$ cat config.mk
export PLATFORM = sky130hd
export DESIGN_NAME = dmem_port_arbiter_flat
export DESIGN_NICKNAME = d
export VERILOG_FILES = /design/src/rtl/dmem_port_arbiter_if.sv /design/src/rtl/dmem_port_arbiter.sv /design/src/flat_wrapper.sv
export SDC_FILE = /design/constraint.sdc
export NUM_CORES = 1
export LEC_CHECK = 0
export ABC_AREA = 1
export BUFFER_PORTS_ARGS = -buffer_cell sky130_fd_sc_hd__buf_4
export CAP_MARGIN = 10
export CORE_AREA = 2 2 85 87
export DETAILED_ROUTE_END_ITERATION = 10
export DIE_AREA = 0 0 87 89
export PLACE_DENSITY = 0.69
export SETUP_SLACK_MARGIN = 0.5
export SLEW_MARGIN = 30
export SYNTH_ARGS = -nofsm -noshare
export SYNTH_HDL_FRONTEND = slang
export SYNTH_SLANG_ARGS = --single-unit
$ cat constraint.sdc
create_clock -name clk -period 1.95 [get_ports clk]
set_input_delay 0.39 -clock clk [delete_from_list [all_inputs] [get_ports clk]]
set_output_delay 0.39 -clock clk [all_outputs]
set_load 0.05 [all_outputs]
$ cat src/rtl/dmem_port_arbiter_if.sv
// Requester-side data-memory access port: request/grant plus read return.
// Latency: pure wiring, no state.
// Backpressure: requester holds req/we/addr/wdata until gnt is seen high.
interface dmem_port_arbiter_if #(
  parameter int ADDR_W = 5,
  parameter int DATA_W = 32
);
  logic              req;
  logic              we;
  logic [ADDR_W-1:0] addr;
  logic [DATA_W-1:0] wdata;
  logic              gnt;
  logic              rvalid;
  logic [DATA_W-1:0] rdata;

  // Requester drives the access, arbiter answers with grant and read data.
  modport master (output req, we, addr, wdata, input gnt, rvalid, rdata);
  modport slave  (input req, we, addr, wdata, output gnt, rvalid, rdata);
endinterface

$ cat src/rtl/dmem_port_arbiter.sv
// Shares one synchronous data memory between the CPU and a debug requester.
// Latency: grant is combinational; read data returns one cycle after grant.
// Backpressure: a denied requester sees gnt low and must hold its request.
module dmem_port_arbiter #(
  parameter int ADDR_W       = 5,
  parameter int DATA_W       = 32,
  parameter int STARVE_LIMIT = 8
) (
  input  logic              clk,
  input  logic              rst_n,
  dmem_port_arbiter_if.slave cpu,
  dmem_port_arbiter_if.slave dbg,
  input  logic              dbg_lock,
  output logic              mem_en,
  output logic              mem_we,
  output logic [ADDR_W-1:0] mem_addr,
  output logic [DATA_W-1:0] mem_wdata,
  input  logic [DATA_W-1:0] mem_rdata,
  output logic              cpu_stall
);

  typedef enum logic [1:0] {
    ST_PRIO  = 2'd0,
    ST_FORCE = 2'd1,
    ST_LOCK  = 2'd2
  } state_e;

  state_e     state_q, state_d;
  logic [7:0] starve_q, starve_d;
  logic       cpu_rd_q, cpu_rd_d;
  logic       dbg_rd_q, dbg_rd_d;
  logic       cpu_gnt, dbg_gnt;

  // Arbitration: pick the winner for this cycle and the next mode.
  always_comb begin
    state_d  = state_q;
    starve_d = starve_q;
    cpu_gnt  = 1'b0;
    dbg_gnt  = 1'b0;
    case (state_q)
      ST_PRIO: begin
        cpu_gnt = cpu.req;
        dbg_gnt = dbg.req & ~cpu.req;
        // Only a debug request that is actually refused counts as starving.
        if (dbg.req && !dbg_gnt) starve_d = starve_q + 8'd1;
        else                     starve_d = 8'd0;
        if (dbg_gnt && dbg_lock)                 state_d = ST_LOCK;
        else if (starve_d >= 8'(STARVE_LIMIT))   state_d = ST_FORCE;
      end
      ST_FORCE: begin
        // One guaranteed debug slot; CPU only gets it if debug went away.
        dbg_gnt  = dbg.req;
        cpu_gnt  = cpu.req & ~dbg.req;
        starve_d = 8'd0;
        state_d  = (dbg_gnt && dbg_lock) ? ST_LOCK : ST_PRIO;
      end
      ST_LOCK: begin
        // Debug owns the memory until it drops the lock, even when idle.
        dbg_gnt  = dbg.req;
        starve_d = 8'd0;
        state_d  = dbg_lock ? ST_LOCK : ST_PRIO;
      end
      default: begin
        state_d  = ST_PRIO;
        starve_d = 8'd0;
      end
    endcase
    if (!rst_n) begin
      cpu_gnt = 1'b0;
      dbg_gnt = 1'b0;
    end
    cpu_rd_d = cpu_gnt & ~cpu.we;
    dbg_rd_d = dbg_gnt & ~dbg.we;
  end

  // State, starvation counter and read-owner tags.
  always_ff @(posedge clk or negedge rst_n) begin
    if (!rst_n) begin
      state_q  <= ST_PRIO;
      starve_q <= 8'd0;
      cpu_rd_q <= 1'b0;
      dbg_rd_q <= 1'b0;
    end else begin
      state_q  <= state_d;
      starve_q <= starve_d;
      cpu_rd_q <= cpu_rd_d;
      dbg_rd_q <= dbg_rd_d;
    end
  end

  // Memory command mux; all fields zero when nobody is granted.
  always_comb begin
    mem_en    = cpu_gnt | dbg_gnt;
    mem_we    = 1'b0;
    mem_addr  = '0;
    mem_wdata = '0;
    if (cpu_gnt) begin
      mem_we    = cpu.we;
      mem_addr  = cpu.addr;
      mem_wdata = cpu.wdata;
    end else if (dbg_gnt) begin
      mem_we    = dbg.we;
      mem_addr  = dbg.addr;
      mem_wdata = dbg.wdata;
    end
  end

  assign cpu.gnt    = cpu_gnt;
  assign dbg.gnt    = dbg_gnt;
  assign cpu.rvalid = cpu_rd_q;
  assign dbg.rvalid = dbg_rd_q;
  assign cpu.rdata  = cpu_rd_q ? mem_rdata : '0;
  assign dbg.rdata  = dbg_rd_q ? mem_rdata : '0;
  assign cpu_stall  = rst_n & cpu.req & ~cpu_gnt;

endmodule
$ cat src/flat_wrapper.sv
// flat-port wrapper written by rule: the top's interface ports become plain ports
module dmem_port_arbiter_flat 
#(
  parameter int ADDR_W       = 5,
  parameter int DATA_W       = 32,
  parameter int STARVE_LIMIT = 8
)
  (clk, rst_n, dbg_lock, mem_en, mem_we, mem_addr, mem_wdata, mem_rdata, cpu_stall, cpu_req, cpu_we, cpu_addr, cpu_wdata, cpu_gnt, cpu_rvalid, cpu_rdata, dbg_req, dbg_we, dbg_addr, dbg_wdata, dbg_gnt, dbg_rvalid, dbg_rdata);
  dmem_port_arbiter_if #(.ADDR_W(ADDR_W), .DATA_W(DATA_W)) cpu_i ();
  dmem_port_arbiter_if #(.ADDR_W(ADDR_W), .DATA_W(DATA_W)) dbg_i ();
  input  logic clk;
  input  logic rst_n;
  input  logic dbg_lock;
  output logic mem_en;
  output logic mem_we;
  output logic [ADDR_W-1:0] mem_addr;
  output logic [DATA_W-1:0] mem_wdata;
  input  logic [DATA_W-1:0] mem_rdata;
  output logic cpu_stall;
  input wire logic [$bits(cpu_i.req)-1:0] cpu_req;
  input wire logic [$bits(cpu_i.we)-1:0] cpu_we;
  input wire logic [$bits(cpu_i.addr)-1:0] cpu_addr;
  input wire logic [$bits(cpu_i.wdata)-1:0] cpu_wdata;
  output wire logic [$bits(cpu_i.gnt)-1:0] cpu_gnt;
  output wire logic [$bits(cpu_i.rvalid)-1:0] cpu_rvalid;
  output wire logic [$bits(cpu_i.rdata)-1:0] cpu_rdata;
  input wire logic [$bits(dbg_i.req)-1:0] dbg_req;
  input wire logic [$bits(dbg_i.we)-1:0] dbg_we;
  input wire logic [$bits(dbg_i.addr)-1:0] dbg_addr;
  input wire logic [$bits(dbg_i.wdata)-1:0] dbg_wdata;
  output wire logic [$bits(dbg_i.gnt)-1:0] dbg_gnt;
  output wire logic [$bits(dbg_i.rvalid)-1:0] dbg_rvalid;
  output wire logic [$bits(dbg_i.rdata)-1:0] dbg_rdata;
  assign cpu_i.req = cpu_req;
  assign cpu_i.we = cpu_we;
  assign cpu_i.addr = cpu_addr;
  assign cpu_i.wdata = cpu_wdata;
  assign cpu_gnt = cpu_i.gnt;
  assign cpu_rvalid = cpu_i.rvalid;
  assign cpu_rdata = cpu_i.rdata;
  assign dbg_i.req = dbg_req;
  assign dbg_i.we = dbg_we;
  assign dbg_i.addr = dbg_addr;
  assign dbg_i.wdata = dbg_wdata;
  assign dbg_gnt = dbg_i.gnt;
  assign dbg_rvalid = dbg_i.rvalid;
  assign dbg_rdata = dbg_i.rdata;
  dmem_port_arbiter #(.ADDR_W(ADDR_W), .DATA_W(DATA_W), .STARVE_LIMIT(STARVE_LIMIT)) u_core (.clk(clk), .rst_n(rst_n), .cpu(cpu_i), .dbg(dbg_i), .dbg_lock(dbg_lock), .mem_en(mem_en), .mem_we(mem_we), .mem_addr(mem_addr), .mem_wdata(mem_wdata), .mem_rdata(mem_rdata), .cpu_stall(cpu_stall));
endmodule
==> flow_summary.toml, run 1 <==
[die]
die_height_um = 89
rows = 30
start_util = 0.279
boundaryPins = 221
die_w_um = 87

[clock_network]
htree_levels = 1
cts_root_buf = "clkbuf_8"
cts_hold_buf = 0
cts.path.max_buffers = 2
clock_sinks = 12
cts_buffers = 3

[place]
gp_congestion = 0.769
dp_slack_ns = -0.0857
io_buffers = 220
hpwl_mm = 7.40
place_area_mm2 = 0.00474

[synth]
seq_area_frac_synth = 0.160
synth.avg_cell_area_um2 = 5.33
syn_area_mm2 = 0.00188
ys_ff_latch = 12
synth_warnings = 0
synthDistinctLibCells = 22
synth_fp_nets = 470
synthCells = 352

[global_routing]
grt_max_degree = 20

[outcome]
stop_stage = "global routing (5_1_grt)"
error = "[ERROR DPL-0038] Utilization greater than 100%, impossible to legalize"
outcome = "stopped before the end"

[sta]
worstEpCategory = "top-level output"
grt_worst_setup_endpoint = "mem_we"
-- stage by stage --
stage,cells,utilization
global placement,657,0.706
CTS,680,0.962
floorplan,352,-
detailed placement,657,0.706
-- synth_stat cells, drive strengths merged --
cell | n | area, µm²
a21o | 1 | 7.51
a21oi | 3 | 18.8
buf | 9 | 86.3
clkbuf | 9 | 33.8
dfrtp | 12 | 300
ha | 5 | 62.6
inv | 80 | 300
nand2 | 158 | 593
nand3 | 52 | 365
nand4 | 1 | 6.26
nor2 | 18 | 72.6
nor3 | 1 | 5.00
nor3b | 1 | 12.5
o21ai | 1 | 5.00
o21bai | 1 | 7.51
-- repair_timing --
| item | 4_1_cts |
|---|---|
| setup buffers | 11 |
| cloned | 8 |
| pin swaps | 25 |
| setup endpoints to repair | 109 |
| resized for setup | 349 |
-- kinds of logic after synthesis --
kind of cell / synth area share
AO/OA/AOI/OAI: 0.0207
adder cells (fa/ha/maj): 0.0333
buffers and inverters: 0.224
flip-flops: 0.160
AND/OR/NAND/NOR: 0.562
==> run 2: changes to the inputs <==
- PLACE_DENSITY: 0.69 -> unset
- PLACE_DENSITY_LB_ADDON: unset -> 0.15
- SETUP_SLACK_MARGIN: 0.5 -> unset
==> flow_summary.toml, run 2 <==
[routing]
routed-via-count = 3020
via_per_inst = 4.51
drt_iter0_drc = 104
final_antenna_net_count = 0
drt_wl_total_mm = 9.29
drcViolationCount = 0
avgRoutedWirePerCell_um = 13.9
dr.pass1.iters = 4

[setup_path]
rr_endpoint = "u_core.state_q[1]"
cp_cell_sequence = "inv_2 -> ha_4 -> buf_6 -> a21oi_4 -> nor2_4 -> inv_6 -> buf_12 -> buf_16 -> nand3_4 -> nand2_8 -> buf_8"
cpMaxStageDelayCell = "dfrtp_1"
worst-path-max-fanout = 7
rr_startpoint = "u_core.starve_q[0]"
max_stage_delay_ns = 0.41
path_class = "flop to output port"
crit_path_end_kind = "output port"
start_kind = "flop"
critPathLaunch = "u_core.state_q[0]"
worstSetupEndpoint = "mem_wdata[11]"
r2r_cells = 10
required_ns = 1.56
arrival_ns = 1.88
reg2reg_setup_slack_ns = 0.42

[pwr]
p_leak_nw = 2.89
power_mw = 4.56
power_density_mw_per_mm2 = 932
max-vdd-ir-drop_mv = 0.729

[synth]
synth_compound_area_frac = 0.0207
ys_ff_latch = 12
synthDistinctLibCells = 22
synth_xor_area_frac = 0
synth_most_common_cell = "nand2_1"
synth_warnings = 0
ys_dominant_reg_cell = "dfrtp_1"
seq_area_frac_synth = 0.160
synth_top_area_cell = "nand2_1"
syn_area_mm2 = 0.00188
synth_fp_nets = 470
synth-edff-count = 0
synth_top_family_by_area = "simple AND/OR/NAND/NOR gates"
ys_top_cells_by_count = "nand2_1, inv_1, nand3_1"
synth_adder_area_share = 0.0333
synth_top_area_share = 0.316
synth.avg_cell_area_um2 = 5.33
synthMuxAreaShare = 0
synthCells = 352
synth-simple-area-share = 0.562
synthTopCellsByArea = "nand2_1, dfrtp_1, inv_1"
async_flop_share = 1.00

[clock_network]
cts_root_buf = "clkbuf_8"
cts_buffers = 3
clk_latency_ns = 0.23
tritoncts = "yes"
clock_sinks = 12
path_clk_slew_ns = 0.05
cts.path.max_buffers = 2
htree_levels = 1

[die]
rows = 30
die_area_mm2 = 0.00774
boundaryPins = 221
core_mm2 = 0.00672
start_util = 0.279
die_height_um = 89
die_w_um = 87

[final_layout]
largest-register = "u_core.starve_q"
regArea_um2 = 300
largest_register_ffs = 8
design_area_mm2 = 0.00489
area_delta_synth_final_pct = 161
final_cell_mix = "buf_4, nand2_1, inv_1, nand3_4"
drive_above_1_share = 0.571
reg.largest.list = "u_core.starve_q x8, u_core.state_q x2"
fillers = 524
mostFrequentLayoutCell = "buf_4"
finalNonFillerCells = 670
diodes = 0
utilization = 0.728
final_nets = 710
multi_input_area_mm2 = 0.00183

[place]
placedCellCount = 655
gp_congestion = 0.761
place_area_mm2 = 0.00431
hpwl_mm = 7.38
io_buffers = 220

[sta]
rsz0062_at_grt = "yes"
worst_pin_slew_ns = 0.314
layout_min_cycle_time_ns = 2.27
hold_violations = 0
final.period_utilization = 1.16
timing.setup.tns_ns = -10.76
drv_slew = 0
final.setup.worst_slack_ns = -0.321
fin_worst_skew_ns = 0.00211
setup-violations-final = 42
relSlewSlack = 0.791
max_freq_mhz = 440

[global_routing]
grt_pass1_wl_mm = 13.8
antenna_found_initial = 0
grt_use_total = 0.224
grt_pass1_vias = 2920
grt_max_degree = 34
grt.overflow.total = 0

[outcome]
outcome = "finished, violations left"
violations = "setup timing"

[run]
maxCapViolCount = 0

[worst_hold_path]
holdCritPathClass = "input port to asynchronous set/reset pin"
-- run 2: cell counts after synthesis --
No cell type changed its count.
-- run 2: routing by layer --
layer | global-route usage | wire [µm]
met1 | 0.222 | 3030
met3 | 0.0499 | 845
met4 | 0.0611 | 176
met2 | 0.462 | 5240
met5 | 0 | 0
-- run 2: metrics by stage --
stage	hold WS [ns]	worst slack, ns
6_report	0.119	-0.321
5_1_grt	0.122	-0.411
4_1_cts	0.122	-0.326
3_5_place_dp	0.201	-0.154
3_3_place_gp	0.198	-0.106
2_1_floorplan	0.0944	-0.105
-- run 2: report_power, final --
part | switching, mW | leakage [nW] | internal, mW | total (mW)
clock | 0.0764 | 0.0216 | 0.135 | 0.211
sequential | 0.0225 | 0.164 | 0.279 | 0.302
combinational | 2.39 | 2.71 | 1.66 | 4.05
-- run 2: timing repair --
item,4_1_cts,5_1_grt
hold buffers,1,0
pin swaps,21,1
endpoints found under the hold margin,2,0
cloned,3,1
setup buffers,7,0
endpoints found under the setup margin,42,42
resized for setup,90,7
-- run 2: critical path: cells and delay by family (launching register included) --
kind            cells  cell delay, ns
compound gates      1            0.03
fa+ha+maj           1            0.16
buf+inv             6            0.71
flops               1            0.41
simple gates        3            0.34
-- run 2: worst min-delay path by stage --
| stage | start | slack, ns | end | cells past startpoint |
|---|---|---|---|---|
| 6_report | rst_n | 0.12 | u_core.starve_q[7] | 2 |
| 5_1_grt | rst_n | 0.12 | u_core.starve_q[7] | 2 |
| 4_1_cts | rst_n | 0.12 | u_core.starve_q[7] | 2 |
| 3_5_place_dp | rst_n | 0.20 | u_core.state_q[1] | 1 |
| 3_3_place_gp | rst_n | 0.20 | u_core.state_q[0] | 1 |
| 2_1_floorplan | rst_n | 0.09 | u_core.cpu.rvalid | 0 |
-- run 2: kinds of logic after synthesis --
| group | Yosys count |
|---|---|
| simple gates | 231 |
| buf+inv | 98 |
| flops | 12 |
| compound gates | 6 |
| fa+ha+maj | 5 |
-- run 2: cell type report --
cell class | count | share of cell area
Tap cell | 80 | 0.0205
Sequential cell | 12 | 0.0614
Multi-Input combinational cell | 242 | 0.374
Timing Repair Buffer | 253 | 0.471
Inverter | 80 | 0.0649
Clock buffer | 3 | 0.00844
Power figures use the tool's default switching activity.
